## config.mk

```make
export PLATFORM = sky130hd
export DESIGN_NAME = video_vram_port
export DESIGN_NICKNAME = d
export VERILOG_FILES = /design/src/rtl/video_vram_port.sv
export SDC_FILE = /design/constraint.sdc
export NUM_CORES = 1
export LEC_CHECK = 0
export CAP_MARGIN = 20
export CORE_MARGIN = 1
export CORE_UTILIZATION = 31
export DETAILED_ROUTE_END_ITERATION = 8
export PLACE_DENSITY = 0.56
export SLEW_MARGIN = 10
export SYNTH_ARGS = -nofsm -noshare
export SYNTH_HDL_FRONTEND = slang
export SYNTH_SLANG_ARGS = --single-unit
```

## constraint.sdc

```tcl
create_clock -name I_clock -period 4.2 [get_ports I_clock]
set_input_delay 0.63 -clock I_clock [delete_from_list [all_inputs] [get_ports I_clock]]
set_output_delay 0.63 -clock I_clock [all_outputs]
set_load 0.1 [all_outputs]
```

## src/rtl/video_vram_port.sv

```systemverilog
`default_nettype none
// ============================================================================
// Module      : video_vram_port
// Description : Host-side PPU VRAM access port. Holds the v/t/x scroll and
//               address registers with the shared write toggle, performs
//               single-byte VRAM writes and buffered VRAM reads with an
//               automatic address increment of 1 or 32.
// Revision    : 1.0 - initial release
// ============================================================================
module video_vram_port #(
    parameter int P_read_latency = 1
) (
    input  wire         I_clock,
    input  wire         I_reset,
    input  wire  [7:0]  I_host_data,
    input  wire         I_ctrl_wr,
    input  wire         I_scrl_wr,
    input  wire         I_addr_wr,
    input  wire         I_data_wr,
    input  wire         I_data_rd,
    input  wire         I_stat_rd,
    input  wire         I_inc32,
    output logic [13:0] O_vid_addr,
    output logic        O_vid_wren,
    input  wire  [7:0]  I_vid_data,
    output logic [7:0]  O_vid_data,
    output logic [7:0]  O_read_data,
    output logic        O_busy,
    output logic [14:0] O_v,
    output logic [14:0] O_t,
    output logic [2:0]  O_fine_x
);

    localparam logic [1:0]  c_ST_IDLE      = 2'd0;
    localparam logic [1:0]  c_ST_WRITE     = 2'd1;
    localparam logic [1:0]  c_ST_READ_WAIT = 2'd2;
    localparam logic [1:0]  c_ST_READ_CAP  = 2'd3;
    // Last READ_WAIT count before the VRAM data is valid.
    localparam logic [1:0]  c_LAT_LAST     = 2'(P_read_latency - 1);
    localparam logic [14:0] c_INC_1        = 15'd1;
    localparam logic [14:0] c_INC_32       = 15'd32;

    logic [1:0]  r_state;
    logic [1:0]  w_state_nxt;
    logic [1:0]  r_lat;
    logic [14:0] r_v;
    logic [14:0] r_t;
    logic [2:0]  r_x;
    logic        r_w;
    logic [7:0]  r_rbuf;
    logic [7:0]  r_wdata;

    logic        w_ctrl;
    logic        w_scrl;
    logic        w_addr;
    logic        w_dwr;
    logic        w_drd;
    logic        w_srd;
    logic        w_inc;

    // Only the highest-priority strobe of the cycle is allowed to act.
    always_comb begin
        w_ctrl = I_ctrl_wr;
        w_scrl = I_scrl_wr & ~I_ctrl_wr;
        w_addr = I_addr_wr & ~I_ctrl_wr & ~I_scrl_wr;
        w_dwr  = I_data_wr & ~I_ctrl_wr & ~I_scrl_wr & ~I_addr_wr;
        w_drd  = I_data_rd & ~I_ctrl_wr & ~I_scrl_wr & ~I_addr_wr & ~I_data_wr;
        w_srd  = I_stat_rd & ~I_ctrl_wr & ~I_scrl_wr & ~I_addr_wr & ~I_data_wr
                 & ~I_data_rd;
        w_inc  = (r_state == c_ST_WRITE) || (r_state == c_ST_READ_CAP);
    end

    // Access sequencer; data strobes outside IDLE are simply dropped.
    always_comb begin
        w_state_nxt = r_state;
        case (r_state)
            c_ST_IDLE: begin
                if (w_dwr) begin
                    w_state_nxt = c_ST_WRITE;
                end else if (w_drd) begin
                    w_state_nxt = c_ST_READ_WAIT;
                end
            end
            c_ST_WRITE:     w_state_nxt = c_ST_IDLE;
            c_ST_READ_WAIT: begin
                if (r_lat == c_LAT_LAST) begin
                    w_state_nxt = c_ST_READ_CAP;
                end
            end
            default:        w_state_nxt = c_ST_IDLE;
        endcase
    end

    // State, scroll/address registers and data latches.
    always_ff @(posedge I_clock) begin
        if (I_reset) begin
            r_state <= c_ST_IDLE;
            r_lat   <= 2'd0;
            r_v     <= 15'd0;
            r_t     <= 15'd0;
            r_x     <= 3'd0;
            r_w     <= 1'b0;
            r_rbuf  <= 8'd0;
            r_wdata <= 8'd0;
        end else begin
            r_state <= w_state_nxt;
            r_lat   <= (r_state == c_ST_READ_WAIT) ? r_lat + 2'd1 : 2'd0;

            // A second-write address load overrides a pending increment.
            if (w_addr && r_w) begin
                r_v <= {r_t[14:8], I_host_data};
            end else if (w_inc) begin
                r_v <= r_v + (I_inc32 ? c_INC_32 : c_INC_1);
            end

            if (w_ctrl) begin
                r_t[11:10] <= I_host_data[1:0];
            end else if (w_scrl) begin
                if (!r_w) begin
                    r_t[4:0] <= I_host_data[7:3];
                    r_x      <= I_host_data[2:0];
                end else begin
                    r_t[14:12] <= I_host_data[2:0];
                    r_t[9:5]   <= I_host_data[7:3];
                end
                r_w <= ~r_w;
            end else if (w_addr) begin
                if (!r_w) begin
                    r_t[13:8] <= I_host_data[5:0];
                    r_t[14]   <= 1'b0;
                end else begin
                    r_t[7:0]  <= I_host_data;
                end
                r_w <= ~r_w;
            end else if (w_srd) begin
                r_w <= 1'b0;
            end

            if ((r_state == c_ST_IDLE) && w_dwr) begin
                r_wdata <= I_host_data;
            end

            if (r_state == c_ST_READ_CAP) begin
                r_rbuf <= I_vid_data;
            end
        end
    end

    assign O_vid_addr  = r_v[13:0];
    assign O_vid_wren  = (r_state == c_ST_WRITE);
    assign O_busy      = (r_state != c_ST_IDLE);
    assign O_vid_data  = r_wdata;
    assign O_read_data = r_rbuf;
    assign O_v         = r_v;
    assign O_t         = r_t;
    assign O_fine_x    = r_x;

endmodule
`default_nettype wire

```

==> Flow_metrics.wiki <==
{| class="wikitable"
! Metric !! Value
|-
| Final routed wire length divided by cell count || 14.8 microns
|-
| Antenna violations before repair || 0
|-
| All-Layer GR Usage || approximately 16%
|-
| Result of the run || complete, no violations
|-
| Cts bufs inserted || 5
|-
| Met2 Usage GRT || between 20% and 30%
|-
| Total power || 1160 uW
|-
| Primary FF master, synth || sky130_fd_sc_hd__dfxtp_1
|-
| Async set-or-reset flop fraction in the synthesized netlist || 0%
|-
| Worst-path fanout max || 12
|-
| Final estimated routing congestion in global placement || 0.842
|-
| Most area-consuming cells after synthesis || sky130_fd_sc_hd__dfxtp_1 42%, sky130_fd_sc_hd__mux2i_1 6.6%, sky130_fd_sc_hd__nor2_1 6.2%
|-
| Die height || 92.9 microns
|-
| Fill cell count || between 800 and 900
|-
| Layout cell share with drive strength beyond 1 || 4.92%
|-
| Net count of the mapped netlist || 327
|-
| Number of diodes || 0
|-
| Final net count || 396
|-
| Pins Over Slew Limit || 0
|-
| Worst hold path class || flop to flop
|-
| Setup repair after global routing missed its margin || false
|-
| Initial core utilization || between 30% and 40%
|-
| Final global-route overflow total || 0
|-
| Count of buffers added by post-CTS timing repair for setup || 0
|-
| Met1 usage in global routing || 22.5%
|-
| Count of final hold-check violations || 0
|-
| Number of H-tree branching levels || 2
|-
| Area of the core || about 0.0078 sq mm
|-
| Worst path max stage delay || 0.71 ns
|-
| Worst clock skew || approximately 0.0072 ns
|-
| Resized Gates After CTS || 0
|-
| Count of buffers from port buffering || 89
|-
| Netlist area before placement || 0.00256 sq mm
|-
| Post-synthesis to final-layout area growth || 37.4%
|-
| Signal arrival time at the worst endpoint || 3.33 ns
|-
| Setup TNS || 0 ns
|-
| Synthesized area divided by synthesized cell count || 8.65 sq um
|-
| Total Die Area || approximately 0.0086 sq mm
|-
| Transition time of the tightest slew-check pin || about 1.0 ns
|-
| Final instance area || 0.00352 sq mm
|-
| Nature of the critical path endpoint || flop
|-
| Clk slew on worst S/H paths || 0.09 ns
|-
| Total leakage power || 0.00126 uW
|-
| Pin count of the biggest net entering global routing || 55
|-
| Cell area after placement || ~0.0034 sq mm
|-
| Number of design-rule violations left by the first detailed-router iteration || 121
|-
| Root Buffer Master || sky130_fd_sc_hd__clkbuf_8
|-
| Timing-limited maximum frequency || roughly 320 MHz
|-
| Cell at the slowest stage of the critical path || sky130_fd_sc_hd__clkdlybuf4s50_1
|-
| Latest clock arrival within the worst-skew pair || 0.31 ns
|-
| DRC errors left || 0
|-
| Crit Path Category || input pin to flop
|-
| Clock tree from TritonCTS || done
|-
| Met3 layer usage reported by global route || 4.68%
|-
| Row cnt || 32
|-
| Critical path cell sequence || clkdlybuf4s50_1, nand2b_1, clkinv_1, ha_1, nor3_1, nor2_1, a311oi_1
|-
| Final period util || 74.3%
|-
| Critical Path RT || 4.41 ns
|-
| Mapped Cells || 296
|-
| Headroom to the max-slew limit || 30.3%
|-
| Global-route wire length before repair || 10800 microns
|-
| Total wire length after detailed routing || approximately 7000 microns
|-
| Detailed placement HPWL || 4790 microns
|-
| Maximum buffer depth of the clock tree || 2
|-
| Synthesis Warnings || 0
|-
| Fin cells || approximately 470
|-
| Max Cap Violations || 0
|-
| Peak supply drop || 0.181 mV
|-
| Share of synthesized area occupied by flip-flops and latches || 42.2%
|-
| Post-cts hold buffer count || 0
|-
| Power per cell area || 329 mW/mm^2
|-
| Distinct cell type count of the synthesized netlist || 43
|-
| Detailed-routing iteration count for the pre-antenna-repair pass || 4
|-
| DRT antenna net count || 0
|-
| Type of origin of the critical path || input pin
|-
| Final setup viols || 0
|-
| Via count of the first global-routing pass || between 2000 and 2500
|-
| Total number of clock tree sinks || 54
|-
| Detailed-route via count || 2361
|-
| Cell accounting for the most synthesized area || sky130_fd_sc_hd__dfxtp_1
|-
| Post-synth EDFFs || 0
|-
| Number of ports placed on the die boundary || 90
|-
| Number of register bits inferred by synthesis || between 50 and 60
|-
| Die X || between 90 and 100 microns
|-
| Global route hottest layer || met2
|-
| Via density per instance || 5.04
|-
| Placed instance count || 460
|-
| Area share of the leading cell type in the synthesized netlist || 42.2%
|-
| Crit path time final || 3.12 ns
|}
==> flip-flops by register name (all words and copies together) (netlist names) <==
register,count
O_vid_data,8
O_read_data,8
r_w,1
O_t,15
O_fine_x,3
O_v,15
r_state,2
r_lat,2
==> layout make-up <==
class	instances	area, sq um	area share (%)
multi-input cells	204	1280	36.4
flip-flops and latches	54	1080	30.7
repair buffers	91	901	25.6
well taps	102	128	3.63
clock buffers	6	82.6	2.35
inverters	9	33.8	0.961
clock inverters	2	12.5	0.356
==> stage by stage <==
step | hold WS (ns) | setup slack [ns] | utilization [%]
2_1_floorplan | 0.401 | 1.25 | -
3_3_place_gp | 0.412 | 0.938 | 43.6
3_5_place_dp | 0.413 | 0.773 | 43.6
4_1_cts | 0.433 | 1.11 | 44.8
5_1_grt | 0.447 | 0.843 | 44.8
6_report | 0.429 | 1.08 | 44.8
==> critical path: cells and delay by family <==
family / cells / cell delay (ns)
adders and majority gates: 1 / 0.35
buffers and inverters: 2 / 1.04
AOI/OAI and AO/OA: 1 / 0.25
and+or+nand+nor: 3 / 1.05
==> where the power goes <==
group	switching (uW)	leakage, uW	internal [uW]
combinational	216	0.000769	81.1
sequential	18.6	0.000439	530
clock	177	0.0000472	133
==> cells in the final DEF, fill, tap and decap left out, types with 2 or more instances in the layout <==
cell type and count:
sky130_fd_sc_hd__clkdlybuf4s50_1 88, sky130_fd_sc_hd__dfxtp_1 54, sky130_fd_sc_hd__or3_1 6, sky130_fd_sc_hd__a21oi_1 15, sky130_fd_sc_hd__buf_4 2, sky130_fd_sc_hd__o31a_1 2
sky130_fd_sc_hd__a311oi_1 14, sky130_fd_sc_hd__nand2_1 28, sky130_fd_sc_hd__nand4_1 3, sky130_fd_sc_hd__ha_1 6, sky130_fd_sc_hd__nand3b_1 2, sky130_fd_sc_hd__nand3_1 14
sky130_fd_sc_hd__a31oi_1 2, sky130_fd_sc_hd__nor2_1 42, sky130_fd_sc_hd__and2_1 3, sky130_fd_sc_hd__xor2_1 4, sky130_fd_sc_hd__nand2b_1 4, sky130_fd_sc_hd__mux2_2 2
sky130_fd_sc_hd__nor2b_1 2, sky130_fd_sc_hd__a211oi_1 12, sky130_fd_sc_hd__clkbuf_8 6, sky130_fd_sc_hd__o21ai_0 6, sky130_fd_sc_hd__nor3_1 4, sky130_fd_sc_hd__mux2i_1 17
sky130_fd_sc_hd__inv_1 8
==> metal layers <==
metal	share of wire, %	vias to the layer above
li1	-	1178
met1	50	1106
met2	44	72
met3	5.8	5
met4	0.65	0
met5	0	-
==> cell usage after synthesis, types with 6 or more instances <==
| master | number |
|---|---|
| sky130_fd_sc_hd__nand3_1 | 14 |
| sky130_fd_sc_hd__nand2_1 | 28 |
| sky130_fd_sc_hd__mux2i_1 | 17 |
| sky130_fd_sc_hd__dfxtp_1 | 54 |
| sky130_fd_sc_hd__or3_1 | 6 |
| sky130_fd_sc_hd__a311oi_1 | 14 |
| sky130_fd_sc_hd__a211oi_1 | 12 |
| sky130_fd_sc_hd__clkbuf_1 | 10 |
| sky130_fd_sc_hd__ha_1 | 6 |
| sky130_fd_sc_hd__inv_1 | 8 |
| sky130_fd_sc_hd__o21ai_0 | 6 |
| sky130_fd_sc_hd__a21oi_1 | 15 |
| sky130_fd_sc_hd__nor2_1 | 42 |
| sky130_fd_sc_hd__buf_4 | 14 |
==> worst paths after layout <==
kind                             from                    to  cells after the start  slack [ns]
hold reg to reg   r_lat[0]$_SDFF_PP0_   r_lat[0]$_SDFF_PP0_                      1        0.43
setup / recovery            I_ctrl_wr   O_t[5]$_SDFFE_PP0P_                      7        1.08
hold / removal    r_lat[0]$_SDFF_PP0_   r_lat[0]$_SDFF_PP0_                      1        0.43
setup reg to reg  O_v[0]$_SDFFE_PP0P_  O_v[12]$_SDFFE_PP0P_                      6        2.24
==> cells by family after synthesis <==
family,Yosys count,synth area share (%)
adder cells (fa/ha/maj),6,2.93
XOR/XNOR,5,1.71
flip-flops,54,42.2
buffers and inverters,38,7.82
AO/OA/AOI/OAI,57,15.7
AND/OR/NAND/NOR,117,22.1
multiplexers,19,7.53
(Power assumes the default switching activity.)
